$ cat src/rtl/avsdpll_seq_ctrl.sv
// Power-up sequencer and frequency lock monitor for the analog PLL macro.
// Brings up the VCO, then the charge pump, measures the divided feedback
// toggle over fixed windows, and declares lock after consecutive good windows.
//
//   state    | meaning
//   ---------+-------------------------------------------------------------
//   IDLE     | macro off, waiting for START
//   SETTLE   | VCO running open loop (CP off) for SETTLE_CYC cycles
//   ACQUIRE  | loop closed, counting consecutive good windows
//   LOCKED   | lock declared; first bad window triggers a retry
//   FAIL     | retries exhausted, macro off, waiting for START
module avsdpll_seq_ctrl #(
    parameter int DIV_W       = 4,
    parameter int CNT_W       = 16,
    parameter int WIN_CYC     = 1024,
    parameter int SETTLE_CYC  = 256,
    parameter int TOL         = 2,
    parameter int LOCK_WIN    = 4,
    parameter int ACQ_MAX_WIN = 32,
    parameter int MAX_RETRY   = 3
) (
    input  logic             CLK,
    input  logic             RSTb,
    input  logic             START,
    input  logic             STOP,
    input  logic [DIV_W-1:0] DIV_SEL,
    input  logic [CNT_W-1:0] EXP_CNT,
    input  logic             FB_TGL,
    output logic [DIV_W-1:0] B,
    output logic             ENb_VCO,
    output logic             ENb_CP,
    output logic             LOCKED,
    output logic             FAIL,
    output logic             BUSY,
    output logic [CNT_W-1:0] MEAS_CNT,
    output logic [2:0]       STATE
);

    localparam int WIN_W  = (WIN_CYC > 1) ? $clog2(WIN_CYC) : 1;
    localparam int STL_W  = (SETTLE_CYC > 1) ? $clog2(SETTLE_CYC) : 1;
    localparam int GOOD_W = (LOCK_WIN > 0) ? $clog2(LOCK_WIN + 1) : 1;
    localparam int ACQ_W  = (ACQ_MAX_WIN > 0) ? $clog2(ACQ_MAX_WIN + 1) : 1;
    localparam int RTY_W  = (MAX_RETRY > 0) ? $clog2(MAX_RETRY + 1) : 1;

    typedef enum logic [2:0] {
        ST_IDLE    = 3'd0,
        ST_SETTLE  = 3'd1,
        ST_ACQUIRE = 3'd2,
        ST_LOCKED  = 3'd3,
        ST_FAIL    = 3'd5
    } state_e;

    state_e             state_q, state_d;
    logic [DIV_W-1:0]   b_q, b_d;
    logic [CNT_W-1:0]   exp_q, exp_d;
    logic [RTY_W-1:0]   retry_q, retry_d;
    logic [GOOD_W-1:0]  good_q, good_d;
    logic [ACQ_W-1:0]   acq_win_q, acq_win_d;
    logic [STL_W-1:0]   settle_q, settle_d;
    logic [WIN_W-1:0]   win_q, win_d;
    logic [CNT_W-1:0]   edge_q, edge_d;
    logic [CNT_W-1:0]   meas_q, meas_d;
    logic               enb_vco_q, enb_vco_d;
    logic               enb_cp_q, enb_cp_d;
    logic               locked_q, locked_d;
    logic               fail_q, fail_d;
    logic               busy_q, busy_d;
    logic [2:0]         sync_q, sync_d;

    logic               tgl_evt;
    logic               measuring;
    logic               win_last;
    logic [CNT_W-1:0]   edge_fin;
    logic [CNT_W:0]     diff_w;
    logic [CNT_W:0]     abs_w;
    logic               win_good;
    logic [GOOD_W-1:0]  good_inc;
    logic [ACQ_W-1:0]   acq_inc;
    logic               retry_evt;

    // FB_TGL is asynchronous: two flops to resolve metastability, third for edge detect
    assign sync_d  = {sync_q[1:0], FB_TGL};
    assign tgl_evt = sync_q[1] ^ sync_q[2];

    assign measuring = (state_q == ST_ACQUIRE) || (state_q == ST_LOCKED);
    assign win_last  = (win_q == WIN_W'(WIN_CYC - 1));
    // Counter saturates rather than wrapping so a grossly fast VCO still reads as bad
    assign edge_fin  = (&edge_q) ? edge_q : edge_q + CNT_W'(tgl_evt);
    // One extra bit so the difference cannot wrap before the tolerance compare
    assign diff_w    = {1'b0, edge_fin} - {1'b0, exp_q};
    assign abs_w     = diff_w[CNT_W] ? -diff_w : diff_w;
    assign win_good  = (abs_w <= (CNT_W + 1)'(TOL));
    assign good_inc  = good_q + GOOD_W'(1);
    assign acq_inc   = acq_win_q + ACQ_W'(1);

    // Next-state, window bookkeeping and registered-output decode
    always_comb begin
        state_d   = state_q;
        b_d       = b_q;
        exp_d     = exp_q;
        retry_d   = retry_q;
        good_d    = good_q;
        acq_win_d = acq_win_q;
        settle_d  = settle_q;
        win_d     = '0;
        edge_d    = '0;
        meas_d    = meas_q;
        retry_evt = 1'b0;

        if (measuring) begin
            if (win_last) begin
                meas_d = edge_fin;
            end else begin
                win_d  = win_q + WIN_W'(1);
                edge_d = edge_fin;
            end
        end

        case (state_q)
            ST_IDLE, ST_FAIL: begin
                if (START) begin
                    b_d       = DIV_SEL;
                    exp_d     = EXP_CNT;
                    retry_d   = '0;
                    good_d    = '0;
                    acq_win_d = '0;
                    settle_d  = STL_W'(SETTLE_CYC - 1);
                    state_d   = ST_SETTLE;
                end
            end
            ST_SETTLE: begin
                if (settle_q == '0) begin
                    state_d = ST_ACQUIRE;
                end else begin
                    settle_d = settle_q - STL_W'(1);
                end
            end
            ST_ACQUIRE: begin
                if (win_last) begin
                    acq_win_d = acq_inc;
                    if (win_good) begin
                        good_d = good_inc;
                    end else begin
                        good_d = '0;
                    end
                    // Reaching lock on the final allowed window wins over the timeout
                    if (win_good && (good_inc == GOOD_W'(LOCK_WIN))) begin
                        state_d = ST_LOCKED;
                    end else if (acq_inc == ACQ_W'(ACQ_MAX_WIN)) begin
                        retry_evt = 1'b1;
                    end
                end
            end
            ST_LOCKED: begin
                if (win_last && !win_good) begin
                    retry_evt = 1'b1;
                end
            end
            default: begin
                state_d = ST_IDLE;
            end
        endcase

        if (retry_evt) begin
            if (retry_q == RTY_W'(MAX_RETRY)) begin
                state_d = ST_FAIL;
            end else begin
                retry_d   = retry_q + RTY_W'(1);
                good_d    = '0;
                acq_win_d = '0;
                settle_d  = STL_W'(SETTLE_CYC - 1);
                state_d   = ST_SETTLE;
            end
        end

        // STOP overrides everything; B is deliberately left alone
        if (STOP) begin
            state_d   = ST_IDLE;
            retry_d   = '0;
            good_d    = '0;
            acq_win_d = '0;
            settle_d  = '0;
            win_d     = '0;
            edge_d    = '0;
        end

        enb_vco_d = !((state_d == ST_SETTLE) || (state_d == ST_ACQUIRE) ||
                      (state_d == ST_LOCKED));
        enb_cp_d  = !((state_d == ST_ACQUIRE) || (state_d == ST_LOCKED));
        locked_d  = (state_d == ST_LOCKED);
        fail_d    = (state_d == ST_FAIL);
        busy_d    = !enb_vco_d;
    end

    // Feedback toggle synchroniser
    always_ff @(posedge CLK or negedge RSTb) begin
        if (!RSTb) begin
            sync_q <= '0;
        end else begin
            sync_q <= sync_d;
        end
    end

    // Sequencer state, counters and registered outputs
    always_ff @(posedge CLK or negedge RSTb) begin
        if (!RSTb) begin
            state_q   <= ST_IDLE;
            b_q       <= '0;
            exp_q     <= '0;
            retry_q   <= '0;
            good_q    <= '0;
            acq_win_q <= '0;
            settle_q  <= '0;
            win_q     <= '0;
            edge_q    <= '0;
            meas_q    <= '0;
            enb_vco_q <= 1'b1;
            enb_cp_q  <= 1'b1;
            locked_q  <= 1'b0;
            fail_q    <= 1'b0;
            busy_q    <= 1'b0;
        end else begin
            state_q   <= state_d;
            b_q       <= b_d;
            exp_q     <= exp_d;
            retry_q   <= retry_d;
            good_q    <= good_d;
            acq_win_q <= acq_win_d;
            settle_q  <= settle_d;
            win_q     <= win_d;
            edge_q    <= edge_d;
            meas_q    <= meas_d;
            enb_vco_q <= enb_vco_d;
            enb_cp_q  <= enb_cp_d;
            locked_q  <= locked_d;
            fail_q    <= fail_d;
            busy_q    <= busy_d;
        end
    end

    assign B        = b_q;
    assign ENb_VCO  = enb_vco_q;
    assign ENb_CP   = enb_cp_q;
    assign LOCKED   = locked_q;
    assign FAIL     = fail_q;
    assign BUSY     = busy_q;
    assign MEAS_CNT = meas_q;
    assign STATE    = state_q;

endmodule

$ cat config.mk
export PLATFORM = sky130hd
export DESIGN_NAME = avsdpll_seq_ctrl
export DESIGN_NICKNAME = d
export VERILOG_FILES = /design/src/rtl/avsdpll_seq_ctrl.sv
export SDC_FILE = /design/constraint.sdc
export NUM_CORES = 1
export LEC_CHECK = 0
export BUFFER_PORTS_ARGS = -buffer_cell sky130_fd_sc_hd__buf_2
export CORE_ASPECT_RATIO = 0.75
export CORE_MARGIN = 2
export CORE_UTILIZATION = 55
export DETAILED_ROUTE_END_ITERATION = 8
export PLACE_DENSITY = 0.76
export SYNTH_ARGS = -nofsm -noshare
export SYNTH_HDL_FRONTEND = slang
export SYNTH_SLANG_ARGS = --single-unit
$ cat constraint.sdc
create_clock -name CLK -period 6.7 [get_ports CLK]
set_input_delay 0.335 -clock CLK [delete_from_list [all_inputs] [get_ports CLK]]
set_output_delay 0.335 -clock CLK [all_outputs]
set_load 0.01 [all_outputs]
* Yosys cells after proc, flatten, opt, wreduce, memory -nomap -nowiden
Cells that the tools add are included.
** Word-level totals
- Output and inout bits :: 28
- Register bits :: 92
- Word-level logic and storage cells :: 98
- Input bits :: 25
** Operators by class
- $add $sub $neg :: 8
- Muxes and demuxes :: 45
- Equal/unequal tests :: 12
- Bitwise gates (word level) :: 1
- Reductions and logical operators :: 15
- Magnitude comparators :: 1
** Operators by type and width (count)
- 16-bit two-way mux :: 4
- 8-bit two-way mux :: 5
- 3-bit two-way mux :: 13
- 10-bit two-way mux :: 3
- 6-bit two-way mux :: 5
- 17-bit by 2-bit less-or-equal comparator with 1-bit output, second input constant :: 1
- 17-bit two-way mux :: 1
- 17-bit negator :: 1
- 16-bit by 16-bit subtractor with 17-bit output :: 1
- 16-bit by 1-bit adder with 16-bit output :: 1
- 8-bit one-hot mux with 2 select lines :: 1
- 16-bit AND reduction :: 1
- 3-bit by 2-bit equality test with 1-bit output, second input constant :: 4
- 3-bit one-hot mux with 4 select lines :: 1
- 6-bit one-hot mux with 2 select lines :: 1
- 10-bit by 1-bit adder with 10-bit output, second input constant :: 1
- 10-bit equality test, second input constant :: 1
- 2-bit two-way mux :: 5
- 3-bit equality test, second input constant :: 3
- 8-bit logical NOT :: 1
- 8-bit by 1-bit subtractor with 8-bit output, second input constant :: 1
- 6-bit by 1-bit adder with 6-bit output, second input constant :: 1
- 3-bit by 1-bit equality test with 1-bit output, second input constant :: 2
- 6-bit equality test, second input constant :: 1
- other kinds (13) :: 23

* Depth between registers and ports, before layout
- Depth in word-level cells :: 17
- Gate-level depth with buffers :: 24
- Depth with buffers taken out :: 22

* Worst setup path after synthesis
Ideal clock, no wire load.
- Path kind :: register to register
- Start :: register edge_q[6]
- End :: register retry_q[0]
- Setup time :: 0.125 ns
- Arrival time :: 5.178 ns
- Cell stages (with the launch flop) :: 23
- Setup slack :: 1.397 ns
- Data required time :: 6.575 ns
- Clock period less this slack :: 5.303 ns
- Path buffers :: 2
- Path through :: dfrtp_1 -> nand3_1 -> nor2_1 -> nand3_1 -> or4_1 -> and3_1 -> nand2_1 -> xor2_1 -> inv_1 -> ha_1 -> buf_6 -> o211a_1 -> a21boi_4 -> or4_4 -> a32oi_2 -> nand3_1 -> o41ai_1 -> mux2i_1 -> o21ai_2 -> nor4_4 -> o21a_1 -> buf_6 -> mux2_4
** Between the ends
- Cells in the longest elaborated chain, start to end :: 12
- Elaborated cells on any way between the ends :: 16
- Those cells by class :: add/sub (3); order compare (1); mux (8); reduce/logical (4)
** Ends and longest elaborated chain
- start, declared :: RTL line 61 : logic [CNT_W-1:0] edge_q, edge_d;
- start signal, assigned :: RTL line 231 : edge_q <= edge_d;
- 16-bit AND reduction (*) :: RTL line 88 : assign edge_fin = (&edge_q) ? edge_q : edge_q + CNT_W'(tgl_evt);
- 16-bit two-way mux (*) :: RTL line 88
- net edge_fin[3] :: RTL line 73 : logic [CNT_W-1:0] edge_fin;
- 16-bit by 16-bit subtractor with 17-bit output (*) :: RTL line 90 : assign diff_w = {1'b0, edge_fin} - {1'b0, exp_q};
- 17-bit negator :: RTL line 91 : assign abs_w = diff_w[CNT_W] ? -diff_w : diff_w;
- 17-bit two-way mux (*) :: RTL line 91
- 17-bit by 2-bit less-or-equal comparator with 1-bit output (*) :: RTL line 92 : assign win_good = (abs_w <= (CNT_W + 1)'(TOL));
- 1-bit logical AND or 1-bit logical NOT (tied branches) :: RTL line 147, 155
- 1-bit two-way mux or 1-bit logical AND (tied branches) :: RTL line 147, 155
- 1-bit two-way mux (on tied branches) :: RTL line 139, 155
- 1-bit one-hot mux with 2 select lines (*) :: RTL line 119 : case (state_q)
- 2-bit two-way mux (*) :: RTL line 164 : if (retry_evt) begin
- 2-bit two-way mux (*) :: RTL line 177 : if (STOP) begin
- net retry_d[0] :: RTL line 56 : logic [RTY_W-1:0] retry_q, retry_d;
- end signal, assigned :: RTL line 226 : retry_q <= retry_d;
- end, declared :: RTL line 56
The timed path passes the listed nets; every way through them passes the cells marked *.
A chain may end at the register's enable or synchronous reset.

* Final worst setup path
- Start :: register edge_q[6]
- End :: register busy_q, in the netlist BUSY
** Between the ends
- Cells in the longest elaborated chain, start to end :: 15
- Elaborated cells on any way between the ends :: 24
- Those cells by class :: add/sub (3); order compare (1); eq/ne (3); mux (11); reduce/logical (6)
** Ends and longest elaborated chain
- 16-bit by 1-bit adder with 16-bit output or 16-bit AND reduction (tied branches) :: RTL line 88
- 16-bit two-way mux (*) :: RTL line 88
- net edge_fin[9] :: RTL line 73
- 16-bit by 16-bit subtractor with 17-bit output (*) :: RTL line 90
- 17-bit negator :: RTL line 91
- 17-bit two-way mux (*) :: RTL line 91
- 17-bit by 2-bit less-or-equal comparator with 1-bit output (*) :: RTL line 92
- 1-bit logical AND or 1-bit logical NOT (tied branches) :: RTL line 147, 155
- 3-bit two-way mux (tied with other cells) :: RTL line 147 : if (win_good && (good_inc == GOOD_W'(LOCK_WIN))) begin
- 3-bit two-way mux (tied with other cells) :: RTL line 139 : if (win_last) begin
- 3-bit one-hot mux with 4 select lines or 1-bit one-hot mux with 2 select lines (tied branches) :: RTL line 119
- 3-bit two-way mux (*) :: RTL line 164
- 3-bit two-way mux (*) :: RTL line 177
- 3-bit by 1-bit equality test with 1-bit output or 3-bit by 2-bit equality test with 1-bit output (tied branches) :: RTL line 187 : enb_vco_d = !((state_d == ST_SETTLE) || (state_d == ST_ACQUIRE) ||
- 1-bit logical OR :: RTL line 187
- 1-bit logical OR (*) :: RTL line 187
- net busy_d :: RTL line 67 : logic busy_q, busy_d;
- end signal, assigned :: RTL line 237 : busy_q <= busy_d;
- end, declared :: RTL line 67
Marks and branches as above.

==> summary.md <==
| Metric | Value |
|---|---|
| Status | `complete, no violations` |
| Grt ovf | `0` |
| Post-Synthesis Cell Area | `5850 sq um` |
| Worst-path cell chain | `nand3_1 -> nor2_1 -> nand3_1 -> or4_1 -> and3_1 -> nand3_1 -> nor3_1 -> xnor2_1 -> inv_1 -> ha_1 -> a21oi_1 -> o21ai_0 -> or2_2 -> o211ai_1 -> nand2_1 -> nor4_2 -> o22ai_1 -> or3_4 -> nor4_2 -> o22ai_2 -> mux2_4` |
| PwrDens | `around 230 nW/um^2` |
| Via count | `between 4000 and 5000` |
| Layout cell share with drive strength beyond 1 | `15.3%` |
| CP endpoint kind | `flip-flop` |
| Utilization after layout | `63.3%` |
| Crit path max-delay cell type | `or4_1` |
| Worst rel slew slack | `37.5%` |
| Mapped Cells | `672` |
| Post-route clock period utilization | `roughly nine tenths` |
| Net Count, Synth | `724` |
| Dominant cell type by area after synthesis | `dfrtp_1` |
| Total track usage | `roughly 25%` |
| HPWL after detailed placement | `~10 mm` |
| Top-area cell type share of the netlist area | `38.5%` |
| Worst reg2reg startpoint | `edge_q[6]` |
| Max Buffers Root-to-Sink | `2` |
| Die extent in x | `123 um` |
| Critical path class | `flip-flop to flip-flop` |
| FF-to-FF End | `BUSY` |
| CTS tree | `built` |
| Hold Slack | `96.2 ps` |
| CTS root buffer | `clkbuf_16` |
| H-tree depth | `3` |
| Total CTS buffers | `9` |
| Worst Skew | `7.14 ps` |
| Post-synthesis sequential area ratio | `39.4%` |
| Worst Tran Pin Value | `937 ps` |
| Post-route setup slack | `607 ps` |
| Drt total wl | `13.7 mm` |
| Clock latency on the worst-skew pair | `340 ps` |
| Max Clk Rate | `between 0.15 and 0.2 GHz` |
| Mean Syn Cell Area | `8.71 sq um` |
| Maximum vdd drop | `~0.15 mV` |
| Initial Utilization | `56.7%` |
| Iteration-0 DRC Markers | `393` |
| Asr flop ratio synth | `100%` |
| Max-slew violation count | `0` |
| Min Tclk post-route | `6090 ps` |
| R2R setup slack | `610 ps` |
| # IOs | `53` |
| Number of synthesized flops with an enable pin | `0` |
| Primary FF master, synth | `dfrtp_1` |
| Yosys cell types | `76` |
| Largest delay share family, worst path | `simple AND/OR/NAND/NOR gates` |
| Final TNS setup | `0 ps` |
| Pin count of the biggest net entering global routing | `77` |
| Req. time, crit path | `around 6900 ps` |
| Placed Instances | `about 840` |
| Max-Cap Viols | `0` |
| Final Hold Viols | `0` |
| #FFs+latches synth | `92` |
| Most common cell on crit path | `nand3_1` |
| CTS Sinks | `92` |
| Endpoint, Worst Hold | `sync_q[0]` |
| Crit path launch type | `flip-flop` |
| Nets | `768` |
| Most frequent cells in the layout | `dfrtp_1 (90), nor2_1 (90), nand2_1 (61)` |
| Initial antenna violation count | `0` |
| Yosys warns | `0` |
| Post-route ant nets | `0` |
| Hold Startpoint | `FB_TGL` |
| CORE AREA | `approximately 10000 sq um` |
| FILL cells | `887` |
| GPL Wtd Cong | `0.982` |
| Critical path buffer and inverter count | `1` |
| Hold Path Class | `input pin to flip-flop` |
| Diode count | `0` |
| # DRC | `0` |
| Die ar. | `11500 sq um` |
| First-pass GRT wire length | `22.8 mm` |
| Critical-path maximum fanout | `7` |
| Final std cells w/o fill | `857` |
| Leakage | `3.08 nW` |
| Slowest stage delay, CP | `620 ps` |
| CTS clk-pin slew, worst paths | `about 70 ps` |
| Buffers on Ports | `52` |
| RSZ-0062 raised after global routing | `false` |
| Die H | `93.4 um` |
| P&R area growth vs syn | `11.6%` |
| Wire length per cell | `16.0 um` |
| CP Data Arrival Time | `roughly 6300 ps` |
| FF-to-FF path depth | `21` |
| Hold depth | `1` |
| Final setup fails | `0` |
| DRT Pass-1 Iters | `5` |
| Synth top area cells | `dfrtp_1 (38%), nor2_1 (5.8%), ha_1 (5.6%), a21oi_1 (5.0%), nand2_1 (3.9%)` |
| Vias in the first global route | `4680` |
| Row count | `32` |
| Vias per cell | `5.82` |
| Pre-CTS setup slack | `approximately 470 ps` |
-- repair_timing --
item | 4_1_cts | 5_1_grt
hold endpoints to repair | 16 | 0
hold buffers | 1 | 0
setup endpoints to repair | 0 | 2
buffers inserted | 0 | 3
resized for setup | 0 | 1
-- routing by layer --
metal | GRT usage (%) | share of wire [%] | up-vias
li1 | - | - | 2464
met2 | 37.8 | 45 | 133
met4 | 5.78 | 1.4 | 0
met5 | 0 | 0 | -
met1 | 37.4 | 49 | 2373
met3 | 3.72 | 4.4 | 18
-- power breakdown --
group | switching [mW] | internal [mW]
Clock | 0.243 | 0.265
Sequential | 0.0170 | 0.586
Combinational | 0.228 | 0.134
Total | 0.488 | 0.985
-- sequential cells by signal, indices dropped and copies added (netlist names) --
register	cells
B	4
BUSY	1
ENb_CP	1
ENb_VCO	1
FAIL	1
LOCKED	1
MEAS_CNT	16
STATE	3
acq_win_q	6
edge_q	16
exp_q	16
good_q	3
retry_q	2
settle_q	8
sync_q	3
win_q	10
-- cells by family (layout without fill, tap and decap cells) --
| group | Yosys count | after routing | synth area share (%) |
|---|---|---|---|
| buf+inv | 63 | 112 | 4.47 |
| compound gates | 173 | 173 | 19.3 |
| flops | 92 | 92 | 39.4 |
| fa+ha+maj | 27 | 27 | 5.90 |
| xor+xnor | 37 | 37 | 5.66 |
| mux | 12 | 12 | 2.35 |
| simple gates | 268 | 268 | 23.0 |
-- cell usage after synthesis (9+ instances only) --
library cell   n
nor3_1        13
xnor2_1       16
inv_1         36
ha_1          26
nand3_1       23
xor2_1        20
o21ai_0       37
o211ai_1       9
nor2b_1        9
a21oi_1       58
a211oi_1       9
clkbuf_1      22
nand2_1       61
nand2b_1      13
dfrtp_1       90
nor2_1        91
or3_1         10
nand4_1        9
-- per-stage QoR --
stage,instance area (sq um),total power [mW]
after global placement,6200,0.962
after detailed placement,6200,0.969
after global routing,6540,1.55
after floorplan,5850,0.879
after CTS,6510,1.48
final,6540,1.47
-- worst max-delay path by stage --
stage | slack, ps | endpoint | depth (start not counted) | from
3_5_place_dp | 470 | retry_q[0] | 21 | edge_q[6]
3_3_place_gp | 590 | retry_q[0] | 21 | edge_q[6]
4_1_cts | 440 | retry_q[0] | 21 | edge_q[6]
2_1_floorplan | 1400 | retry_q[0] | 22 | edge_q[6]
5_1_grt | 50 | BUSY | 21 | edge_q[6]
6_report | 610 | BUSY | 21 | edge_q[6]
-- area by class of cell --
class | instances | area (sq um) | area share (%)
Sequential cell | 92 | 2300 | 35.3
Clock inverter | 7 | 81.3 | 1.24
Multi-Input combinational cell | 517 | 3290 | 50.4
Tap cell | 136 | 170 | 2.60
Timing Repair Buffer | 60 | 325 | 4.98
Inverter | 36 | 135 | 2.07
Clock buffer | 9 | 225 | 3.45
Power figures use the tool's default switching activity.
